File: src/rtl/ctrl_pipe_pkg.sv
// Shared control-bundle definitions for the ID/EX .. MEM/WB control pipeline.
// Bit map of the decoded control word and the all-zero bubble encoding.
package ctrl_pipe_pkg;

  localparam int unsigned CTRL_W = 10;

  localparam int unsigned REGDST   = 0;
  localparam int unsigned ALUSRC   = 1;
  localparam int unsigned MEMTOREG = 2;
  localparam int unsigned REGWRITE = 3;
  localparam int unsigned MEMREAD  = 4;
  localparam int unsigned MEMWRITE = 5;
  localparam int unsigned BRANCH   = 6;
  localparam int unsigned JRCTRL   = 7;
  localparam int unsigned ALUOP_LO = 8;
  localparam int unsigned ALUOP_HI = 9;

  localparam logic [CTRL_W-1:0] CTRL_NOP = '0;

endpackage

File: src/rtl/ctrl_stage_reg.sv
// One pipeline stage of the control bundle: loads either the incoming bundle or a bubble
// (all-zero control, valid low). Asynchronous active-high reset.
module ctrl_stage_reg
  import ctrl_pipe_pkg::*;
#(
  parameter int unsigned W = CTRL_W
) (
  input  logic         clk,
  input  logic         reset,
  input  logic         i_bubble,
  input  logic [W-1:0] i_ctrl,
  input  logic         i_valid,
  output logic [W-1:0] o_ctrl,
  output logic         o_valid
);

  logic [W-1:0] r_ctrl;
  logic         r_valid;

  always_ff @(posedge clk or posedge reset) begin
    if (reset) begin
      r_ctrl  <= '0;
      r_valid <= 1'b0;
    end else if (i_bubble) begin
      r_ctrl  <= '0;
      r_valid <= 1'b0;
    end else begin
      r_ctrl  <= i_ctrl;
      r_valid <= i_valid;
    end
  end

  assign o_ctrl  = r_ctrl;
  assign o_valid = r_valid;

endmodule

File: src/rtl/ctrl_pipe_flush.sv
// Control-bundle pipeline with stall bubbles, flush squash plus hold window, and a
// saturating bubble counter for performance debug.
module ctrl_pipe_flush #(
  parameter int unsigned CTRL_W      = ctrl_pipe_pkg::CTRL_W,
  parameter int unsigned STAGES      = 3,
  parameter int unsigned FLUSH_DEPTH = 1,
  parameter int unsigned FLUSH_HOLD  = 1,
  parameter int unsigned CNT_W       = 16
) (
  input  logic                     clk,
  input  logic                     reset,
  input  logic [CTRL_W-1:0]        ctrl_in,
  input  logic                     valid_in,
  input  logic                     stall,
  input  logic                     flush,
  input  logic                     bubble_clr,
  output logic [STAGES*CTRL_W-1:0] stage_ctrl,
  output logic [STAGES-1:0]        stage_valid,
  output logic                     flush_busy,
  output logic [CNT_W-1:0]         bubble_cnt
);

  localparam int unsigned HOLD_W = (FLUSH_HOLD > 1) ? $clog2(FLUSH_HOLD + 1) : 1;

  logic [HOLD_W-1:0] r_hold_cnt;
  logic [HOLD_W-1:0] w_hold_d;
  logic              r_flush_busy;
  logic [CNT_W-1:0]  r_bubble_cnt;
  logic [CNT_W-1:0]  w_bubble_d;
  logic              w_kill;
  logic              w_bub0;
  logic              w_count;

  logic [CTRL_W-1:0] w_ctrl [STAGES];
  logic [STAGES-1:0] w_valid;

  assign w_kill  = flush | (r_hold_cnt != '0);
  assign w_count = w_kill | stall;
  assign w_bub0  = w_count | ~valid_in;

  always_comb begin
    w_hold_d = r_hold_cnt;
    if (flush) begin
      w_hold_d = HOLD_W'(FLUSH_HOLD - 1);
    end else if (r_hold_cnt != '0) begin
      w_hold_d = r_hold_cnt - 1'b1;
    end
  end

  always_comb begin
    w_bubble_d = r_bubble_cnt;
    if (bubble_clr) begin
      w_bubble_d = '0;
    end else if (w_count && (r_bubble_cnt != '1)) begin
      w_bubble_d = r_bubble_cnt + 1'b1;
    end
  end

  always_ff @(posedge clk or posedge reset) begin
    if (reset) begin
      r_hold_cnt   <= '0;
      r_flush_busy <= 1'b0;
      r_bubble_cnt <= '0;
    end else begin
      r_hold_cnt   <= w_hold_d;
      // Registered copy of the next hold count keeps flush_busy free of input paths.
      r_flush_busy <= (w_hold_d != '0);
      r_bubble_cnt <= w_bubble_d;
    end
  end

  for (genvar k = 0; k < STAGES; k++) begin : g_stage
    if (k == 0) begin : g_first
      ctrl_stage_reg #(
        .W (CTRL_W)
      ) u_stage (
        .clk      (clk),
        .reset    (reset),
        .i_bubble (w_bub0),
        .i_ctrl   (ctrl_in),
        .i_valid  (1'b1),
        .o_ctrl   (w_ctrl[k]),
        .o_valid  (w_valid[k])
      );
    end else begin : g_rest
      localparam bit SQUASH = (k - 1) < int'(FLUSH_DEPTH);
      ctrl_stage_reg #(
        .W (CTRL_W)
      ) u_stage (
        .clk      (clk),
        .reset    (reset),
        .i_bubble (flush & SQUASH),
        .i_ctrl   (w_ctrl[k-1]),
        .i_valid  (w_valid[k-1]),
        .o_ctrl   (w_ctrl[k]),
        .o_valid  (w_valid[k])
      );
    end
    assign stage_ctrl[k*CTRL_W +: CTRL_W] = w_ctrl[k];
  end

  assign stage_valid = w_valid;
  assign flush_busy  = r_flush_busy;
  assign bubble_cnt  = r_bubble_cnt;

endmodule

File: config.mk
export PLATFORM = sky130hd
export DESIGN_NAME = ctrl_pipe_flush
export DESIGN_NICKNAME = d
export VERILOG_FILES = /design/src/rtl/ctrl_pipe_pkg.sv /design/src/rtl/ctrl_stage_reg.sv /design/src/rtl/ctrl_pipe_flush.sv
export SDC_FILE = /design/constraint.sdc
export NUM_CORES = 1
export LEC_CHECK = 0
export CORE_MARGIN = 4
export CORE_UTILIZATION = 42
export DETAILED_ROUTE_END_ITERATION = 6
export GPL_ROUTABILITY_DRIVEN = 0
export PLACE_DENSITY = 0.76
export SLEW_MARGIN = 5
export SYNTH_ARGS = -nofsm -noshare
export SYNTH_HDL_FRONTEND = slang
export SYNTH_HIERARCHICAL = 1
export SYNTH_SLANG_ARGS = --single-unit
File: constraint.sdc
create_clock -name clk -period 1.6 [get_ports clk]
set_input_delay 0.24 -clock clk [delete_from_list [all_inputs] [get_ports clk]]
set_output_delay 0.24 -clock clk [all_outputs]
set_load 0.01 [all_outputs]
==> metrics, run 1 <==
outcome=finished with violations; failing checks=setup timing; EDFF count, synth=0; yosys warns=6; largest net degree at the start of global routing=16; minimum clock period=1.830 ns; die height=79.52 µm; CP endpoint kind=register; HP Class=primary input to async pin; GR Util All Layers=0.1856; RR Endpoint=bubble_cnt[10]; flops & latches, synth=49; Tot Pwr=2242 µW; vias per cell=5.223; asr flop ratio synth=1.000; final hold violation count=0; pins over their slew limit=0; first-pass iteration count of the detailed router=4; maxcap violations=0; Pwr per Cell Area=645.8 nW/µm²; first-pass GRT wire length=9039 µm; Row Count=25; CORE AREA=4848 µm²; Clock Latency Late Sink=0.31 ns; commonest non-fill, non-tap cell in the layout=clkdlybuf4s50_1; dpl ws=-0.3808 ns; Reg2Reg Setup Slack=-0.23 ns; Cell variety after synth=37; CP required=1.79 ns; Seq/Total Area, Yosys=0.5708; die area=6323 µm²; WP data arrival=2.02 ns; initial core utilization=0.4431; hold_buf cts=0; Final WS setup=-0.2299 ns; final wirelength=6047 µm; maximum root-to-sink buffer count=2; Final Skew=0.009190 ns; crit path kind=register to register; post-synthesis cell count=179; post-detail-place hpwl=3996 µm; Reg-to-Reg Start=bubble_cnt[1]; synthesized area per cell=12.00 µm²; io pins=66; Most used DFF post-synth=dfrtp_1; CTS tree=built; Max VDD drop=0.6018 mV; CTS Buf Count=5; drt drc=0; Port-buffer cells=64; Ant. Diodes=0; nets=307; antenna violations before repair=0; commonest cells after routing, fill and taps aside=clkdlybuf4s50_1 (52), dfrtp_1 (47), buf_4 (38), nor2b_2 (24), a21oi_1 (9); final worst-path cycle share=1.144; fin util=0.7161; Sink Count=49; die width=79.52 µm; Routed Antenna Nets=0; RSZ-0062 raised after global routing=yes; leak pwr=0.001608 µW; Remaining Overflow, GRT=0; startpoint types=register; clock root buffer=clkbuf_8; wire length per cell=16.89 µm; layout cell share with drive strength beyond 1=0.4021; Setup violations, final=13; Reg clk slew, reported paths=0.09 ns; H-tree Lvls=2; critical-path maximum fanout=3; area delta synth->final=61.62%; fillcell total=308; number of global-route vias before repair=1843; Max Freq=546.5 MHz; Register-to-Register Path Depth=6; DR vias=1870; DR iter-0 viols=104; Synth Cell Area=2148 µm²
[flip-flops by register name, indices dropped and copies added (netlist names)]
register / cells
g_stage.g_rest.u_stage/o_ctrl: 20
g_stage.g_first.u_stage/o_ctrl: 10
g_stage.g_rest.u_stage/o_valid: 2
bubble_cnt: 16
g_stage.g_first.u_stage/o_valid: 1
[worst max-delay path, stage by stage, from the launching register on]
cell and delay, ns:
dfrtp_1 0.41, ha_4 0.17, nand3_4 0.09, or4_4 0.53, buf_4 0.16, o31ai_1 0.23, a21oi_1 0.11
[synth_stat cells (2+ instances only)]
cell type,instances,area share
nand3_1,4,0.0093
nor2_1,6,0.010
nor2b_2,24,0.098
buf_4,2,0.0070
or4_1,6,0.021
conb_1,2,0.0035
and2b_2,3,0.012
nor4_1,3,0.0087
o31ai_1,7,0.024
a21oi_1,14,0.033
clkbuf_1,3,0.0052
o21ai_0,6,0.014
inv_1,7,0.012
o41ai_1,2,0.0082
or3_1,5,0.015
nand4_1,4,0.012
dfrtp_1,49,0.57
nor3_1,2,0.0047
nor2b_4,6,0.038
nand2_1,5,0.0087
buf_6,3,0.016
[cells by family after synthesis]
group / count (synthesis) / share of synthesized area
compound gates: 34 / 0.09902
fa+ha+maj: 1 / 0.005823
buf+inv: 15 / 0.04019
flops: 49 / 0.5708
other cells: 2 / 0.003496
simple gates: 78 / 0.2807
[per-layer routing]
layer  share of wire  vias up  global-route usage
li1                -      854                   -
met1            0.39      913              0.2260
met2            0.52       81              0.3105
met3           0.053       22             0.04402
met4           0.035        0             0.08419
met5               0        -                   0
[how the worst max path moves through the flow]
stage | startpoint | endpoint | slack (ns) | cells past startpoint
2_1_floorplan | bubble_cnt[0] | bubble_cnt[10] | -0.30 | 5
3_3_place_gp | flush | bubble_cnt[10] | -0.36 | 5
3_5_place_dp | flush | bubble_cnt[10] | -0.38 | 5
4_1_cts | bubble_cnt[1] | bubble_cnt[10] | -0.19 | 5
5_1_grt | bubble_cnt[1] | bubble_cnt[10] | -0.28 | 5
6_report | bubble_cnt[1] | bubble_cnt[10] | -0.23 | 6
[area by class of cell]
cell class | instances | area (µm²) | area share
clock buffer | 6 | 72.57 | 0.02090
timing repair buffer | 109 | 1013 | 0.2919
tap | 67 | 83.83 | 0.02414
multi-input combinational | 118 | 1033 | 0.2977
inverter | 7 | 26.28 | 0.007568
sequential | 49 | 1229 | 0.3539
clock inverter | 2 | 13.76 | 0.003964
[per-stage QoR]
step | TNS [ns] | cell area (µm²) | hold WS, ns | std cells
floorplan | -1.134 | 2158 | 0.09244 | 181
global placement | -2.867 | 3128 | 0.4756 | 343
detailed placement | -3.267 | 3128 | 0.4779 | 343
CTS | -1.658 | 3283 | 0.2941 | 355
global route | -2.619 | 3472 | 0.3408 | 358
finish | -1.706 | 3472 | 0.3199 | 358
[report_power, final]
part           switching [µW]  internal [µW]  leakage (µW)
registers                14.6           1260      0.000675
logic                     110            129      0.000888
clock network             420            312     0.0000456
total                     544           1700       0.00161
[repair_timing]
item | 4_1_cts | 5_1_grt
pin swaps | 12 | 19
hold endpoints to repair | 0 | 0
setup endpoints to repair | 20 | 22
buffers inserted | 4 | 6
gates cloned | 1 | 0
gates resized for setup | 20 | 38
(Power assumes the default switching activity.)
==> run 2, diff against run 1 <==
- CORE_UTILIZATION: 42 -> 41
- SYNTH_HIERARCHICAL: 1 -> default
==> metrics, run 2 <==
first-pass GRT wire length=7672 µm (-15%); Synth Cell Area=2001 µm² (-6.9%); dpl cell area=2878 µm² (-8.0%); most common library cells after synthesis=dfrtp_1 (49), nor2b_1 (15), a21oi_1 (12); wire length per cell=14.29 µm (-15%); Final WS setup=-0.02827 ns (+0.2016 ns); leak pwr=0.001489 µW (-7.4%); nets=277 (-9.8%); Synth area leaders=dfrtp_1 (61%), nor2b_1 (4.7%), nand4_4 (3.2%); Port-buffer cells=64 (unchanged); leading area contributor after synthesis=dfrtp_1; maxcap violations=0 (unchanged); dpl ws=-0.2377 ns (+0.1431 ns); largest net degree at the start of global routing=50 (+34); Max VDD drop=0.5674 mV (-5.7%); clock share of power=0.342 (+0.016); fraction of the mapped netlist area in simple logic gates=0.2533 (-0.02744); Seq/Total Area, Yosys=0.6129 (+0.04212); Gate power share=0.093 (-0.013); largest family of logic cells by synthesized area=simple AND/OR/NAND/NOR gates; hold_buf cts=0 (unchanged); WP data arrival=1.83 ns (-0.19 ns); delay-heaviest family, CP=simple AND/OR/NAND/NOR gates; FF/Latch Area=1227 µm² (-0.10%); commonest cells after routing, fill and taps aside=clkdlybuf4s50_1 (56), dfrtp_1 (48), buf_4 (32), nor2b_1 (15), and3_1 (10); XOR/XNOR Fraction of Synth Area=0 (unchanged); Sink Count=49 (unchanged); Pwr per Cell Area=722.2 nW/µm² (+12%); die area=6061 µm² (-4.1%); Clock Latency Late Sink=0.31 ns (about the same); final wirelength=4687 µm (-22%); Ant. Diodes=0 (unchanged); number of global-route vias before repair=1580 (-14%); CTS tree=built; Sequential Power Share=0.565 (-0.002); max FFs per register=20 (unchanged); startpoint types=register; area delta synth->final=55.78%; Max stage delay on crit path=0.42 ns (-0.11 ns); Sw Ratio=0.2491 (+0.006372); EDFF count, synth=0 (unchanged); CP cell instances=ha_4 > nand4_4 > buf_6 > nor3_4 > nor4b_2 > mux2_2; area of the multi-input gates=783.3 µm² (-24%); minimum clock period=1.628 ns (-0.2016 ns); GR Util All Layers=0.1591 (-0.02653); Synth top area share=0.6129 (+0.04212); WP buf/inv=1 (unchanged); antenna violations before repair=0 (unchanged); HP Class=primary input to async pin; initial core utilization=0.4236 (-0.01952); CP endpoint kind=register; fillcell total=364 (+18%); Row Count=25 (unchanged); Synth Net Count=182; outcome=finished with violations; CP required=1.80 ns (about the same); clock root buffer=clkbuf_8; post-synthesis cell count=165 (-7.8%); vias per cell=4.899 (-6.2%); final worst-path cycle share=1.018 (-0.1260); Tot Pwr=2251 µW (+0.38%); maximum root-to-sink buffer count=2 (unchanged); multiplexer share of the synthesized area=0.01689 (+0.01689); first-pass iteration count of the detailed router=4 (unchanged); flops & latches, synth=49 (unchanged); final hold violation count=0 (unchanged); yosys warns=0 (-6); DR vias=1607 (-14%); drt drc=0 (unchanged); DR iter-0 viols=55 (-47%); crit path kind=register to register; post-synthesis compound-gate area fraction=0.06879 (-0.03022); count leader, synth=dfrtp_1; pins over their slew limit=0 (unchanged); switching power=560.7 µW (+3.0%); RSZ-0062 raised after global routing=yes; io pins=66 (unchanged); Synth Area in Adders=0.006254 (+0.0004298); critical-path maximum fanout=5 (+2); H-tree Lvls=2 (unchanged); die width=77.86 µm (-2.1%); Remaining Overflow, GRT=0 (unchanged); synthesized area per cell=12.13 µm² (+1.0%); layout cell share with drive strength beyond 1=0.2989 (-0.1032); die height=77.86 µm (-2.1%); Routed Antenna Nets=0 (unchanged); CTS Buf Count=5 (unchanged); Reg clk slew, reported paths=0.10 ns (about the same); Setup violations, final=3 (-10); commonest non-fill, non-tap cell in the layout=clkdlybuf4s50_1; fin util=0.6599 (-0.05626); Cell variety after synth=35 (-5.4%); Max Freq=614.1 MHz (+12%); Final Skew=0.005564 ns (-0.003626 ns); fin area=3117 µm² (-10%); slowest cell on the critical path=dfrtp_1; Int Pwr=1690 µW (-0.47%); failing checks=setup timing; post-detail-place hpwl=3295 µm (-18%); CORE AREA=4723 µm² (-2.6%); Most used DFF post-synth=dfrtp_1; asr flop ratio synth=1.000 (unchanged)
run 2: cell types whose count changed after synthesis, sizes merged, moves of 3 or more:
cell / before / now
and2: 0 / 3
and2b: 3 / 0
and3: 1 / 11
inv: 7 / 1
mux2: 0 / 3
nor2b: 30 / 15
o31ai: 7 / 3
or4: 7 / 4
run 2: final cells by class:
type,instances,share of cell area
Timing Repair Buffer,99,0.2967
Inverter,1,0.001204
Sequential cell,49,0.3938
Tap cell,67,0.02690
Clock buffer,5,0.02208
Multi-Input combinational cell,104,0.2513
Clock inverter,3,0.008029
run 2: timing repair:
action	in CTS	in global routing
pin swaps	9	3
gates resized for setup	14	20
gates cloned	1	0
setup endpoints to repair	12	19
buffers inserted	4	3
run 2: power groups by stage:
stage                     clock network, µW  logic [µW]  registers [µW]
after detailed placement                  0         203            1300
final                                   769         209            1270
after floorplan                           0        73.4            1310
after global routing                    822         229            1280
after global placement                    0         200            1290
after CTS                               796         204            1270
run 2: worst min-delay path, stage by stage:
cell             delay, ns
clkdlybuf4s50_1       0.41
inv_2                 0.07
buf_12                0.25
run 2: cells by family (layout without fill, tap and decap cells):
group | after synthesis | count (layout)
mux | 3 | 3
compound gates | 25 | 25
other cells | 1 | 1
fa+ha+maj | 1 | 1
flops | 49 | 49
simple gates | 74 | 74
buf+inv | 12 | 108
run 2: per-layer routing:
layer / up-vias / routed length [µm] / track usage
met4: 0 / 56 / 0.05160
met1: 786 / 1963 / 0.1968
met3: 7 / 221 / 0.03828
met5: - / 0 / 0
li1: 777 / - / -
met2: 37 / 2446 / 0.2723
run 2: worst paths after layout:
path	from	end	slack, ns	cells past startpoint
hold / removal	reset	g_stage[2].g_rest.u_stage.o_valid	0.28	3
setup / recovery	bubble_cnt[1]	bubble_cnt[11]	-0.03	6
min in group clk	g_stage[1].g_rest.u_stage.o_ctrl[2]	g_stage[2].g_rest.u_stage.o_ctrl[2]	0.38	0
setup reg to reg	bubble_cnt[1]	bubble_cnt[11]	-0.03	6
hold reg to reg	g_stage[1].g_rest.u_stage.o_ctrl[2]	g_stage[2].g_rest.u_stage.o_ctrl[2]	0.38	0
max in group asynchronous	reset	bubble_cnt[4]	1.08	3
run 2: stage by stage:
step                std cells  hold slack (ns)  setup TNS (ns)
finish                    328           0.2839        -0.04911
global placement          312           0.3572          -2.375
detailed placement        312           0.3602          -2.898
CTS                       325           0.2926         -0.1147
global route              328           0.3358         -0.5156
floorplan                 165           0.3056       -0.004989
==> run 3, diff against run 2 <==
- GPL_TIMING_DRIVEN: default -> 0
==> metrics, run 3 (synthesis gave the netlist of run 2 again) <==
outcome=finished with violations; failing checks=setup timing; pins over their slew limit=0 (unchanged); hold slack=0.1613 ns (-0.1226 ns); area delta synth->final=54.91%; H-tree Lvls=2 (unchanged); largest net degree at the start of global routing=36 (-28%); Port-buffer cells=63 (-1.6%); GR Util All Layers=0.1568 (-0.002315); Final WS setup=-0.05647 ns (-0.02820 ns); initial core utilization=0.4236 (unchanged); Ant. Diodes=0 (unchanged); commonest cells after routing, fill and taps aside=clkdlybuf4s50_1 (58), dfrtp_1 (41), buf_4 (20), nor2b_1 (15), and3_1 (10); Routed Antenna Nets=0 (unchanged); maximum root-to-sink buffer count=2 (unchanged); leak pwr=0.001366 µW (-8.2%); commonest non-fill, non-tap cell in the layout=clkdlybuf4s50_1; Sink Count=49 (unchanged); Remaining Overflow, GRT=0 (unchanged); Int Pwr=1674 µW (-0.95%); Max VDD drop=0.4332 mV (-24%); max FFs per register=20 (unchanged); CTS tree=built; CORE AREA=4723 µm² (unchanged); crit path kind=register to register; Sequential Power Share=0.577 (+0.012); fillcell total=363 (-0.27%); Row Count=25 (unchanged); final hold violation count=0 (unchanged); Tot Pwr=2208 µW (-1.9%); Final Skew=0.003918 ns (-0.001646 ns); Max stage delay on crit path=0.50 ns (+0.08 ns); Worst Tran Pin Value=0.7193 ns; CP required=1.83 ns (+0.03 ns); minimum clock period=1.656 ns (+0.02820 ns); antenna violations before repair=0 (unchanged); layout cell share with drive strength beyond 1=0.2953 (-0.003575); critical-path maximum fanout=8 (+3); first-pass GRT wire length=7576 µm (-1.3%); nets=270 (-2.5%); Setup violations, final=8 (+5); Worst slew margin=0.5187; drt drc=0 (unchanged); DR iter-0 viols=55 (unchanged); Gate power share=0.093 (about the same); first-pass iteration count of the detailed router=4 (unchanged); clock share of power=0.329 (-0.013); slowest cell on the critical path=or4_1; CTS Buf Count=5 (unchanged); io pins=66 (unchanged); wire length per cell=14.57 µm (+2.0%); final wirelength=4677 µm (-0.21%); switching power=533.4 µW (-4.9%); RSZ-0062 raised after global routing=yes; number of global-route vias before repair=1549 (-2.0%); WP data arrival=1.88 ns (+0.05 ns); vias per cell=4.891 (-0.17%); hold_buf cts=0 (unchanged); Reg clk slew, reported paths=0.09 ns (about the same); post-detail-place hpwl=3172 µm (-3.7%); Max Freq=603.7 MHz (-1.7%); die width=77.86 µm (unchanged); Pwr per Cell Area=712.3 nW/µm² (-1.4%); Clock Latency Late Sink=0.30 ns (about the same); die area=6061 µm² (unchanged); die height=77.86 µm (unchanged); maxcap violations=0 (unchanged); DR vias=1570 (-2.3%); Sw Ratio=0.2416 (-0.007451); HP Class=primary input to register; final worst-path cycle share=1.035 (+0.01763); CP cell instances=ha_4 > nand4_4 > nor4_4 > buf_6 > or4_1 > a21oi_1; clock root buffer=clkbuf_8; CP endpoint kind=register; startpoint types=register
==> run 3: metrics by stage <==
step	area [µm²]	setup TNS [ns]	setup slack, ns	util	cells
floorplan	2014	-0.004989	-0.004989	-	165
global placement	2729	-38.94	-0.7094	0.5777	295
detailed placement	2749	-4.919	-0.4013	0.5820	296
CTS	2965	-0.2746	-0.05858	0.6278	314
global route	3099	-1.085	-0.1098	0.6562	321
finish	3099	-0.2201	-0.05647	0.6562	321
==> run 3: final timing paths <==
check,startpoint,endpoint,slack (ns),cells after the start
setup / recovery,bubble_cnt[0],bubble_cnt[6],-0.06,6
hold / removal,bubble_clr,bubble_cnt[3],0.16,2
setup reg to reg,bubble_cnt[0],bubble_cnt[6],-0.06,6
hold reg to reg,g_stage[1].g_rest.u_stage.o_ctrl[3],g_stage[2].g_rest.u_stage.o_ctrl[3],0.38,0
max in group asynchronous,reset,bubble_cnt[4],0.89,3
min in group asynchronous,reset,bubble_cnt[13],0.22,2
==> run 3: per-layer routing <==
metal / part of all wire / global-route usage / up-vias
met5: 0 / 0 / -
met4: 0.021 / 0.04448 / 0
met3: 0.039 / 0.03480 / 8
met2: 0.51 / 0.2628 / 36
met1: 0.43 / 0.2033 / 768
li1: - / - / 758
==> run 3: power groups by stage <==
stage / Combinational [µW] / Clock (µW) / Sequential [µW]
3_5_place_dp: 190 / 0 / 1300
6_report: 206 / 727 / 1270
5_1_grt: 226 / 793 / 1280
3_3_place_gp: 181 / 0 / 1300
4_1_cts: 204 / 744 / 1270
2_1_floorplan: 73.4 / 0 / 1310
==> run 3: final cells by class <==
type	instances	area, µm²	area share
Sequential cell	49	1236	0.3989
Multi-Input combinational cell	104	818.3	0.2640
Timing Repair Buffer	81	789.5	0.2547
Tap cell	67	83.83	0.02705
Buffer	11	76.32	0.02463
Clock buffer	5	68.82	0.02220
Clock inverter	3	22.52	0.007267
Inverter	1	3.754	0.001211
==> run 3: timing repair <==
item,CTS,global route
gates cloned,0,0
buffers inserted,10,7
pin swaps,10,7
setup endpoints to repair,16,20
resized for setup,17,27
==> run 3: worst max-delay path, delay by kind of cell (launching register included) <==
| kind | cells | cell delay [ns] |
|---|---|---|
| buf+inv | 1 | 0.14 |
| simple gates | 3 | 0.68 |
| fa+ha+maj | 1 | 0.19 |
| flops | 1 | 0.43 |
| compound gates | 1 | 0.13 |
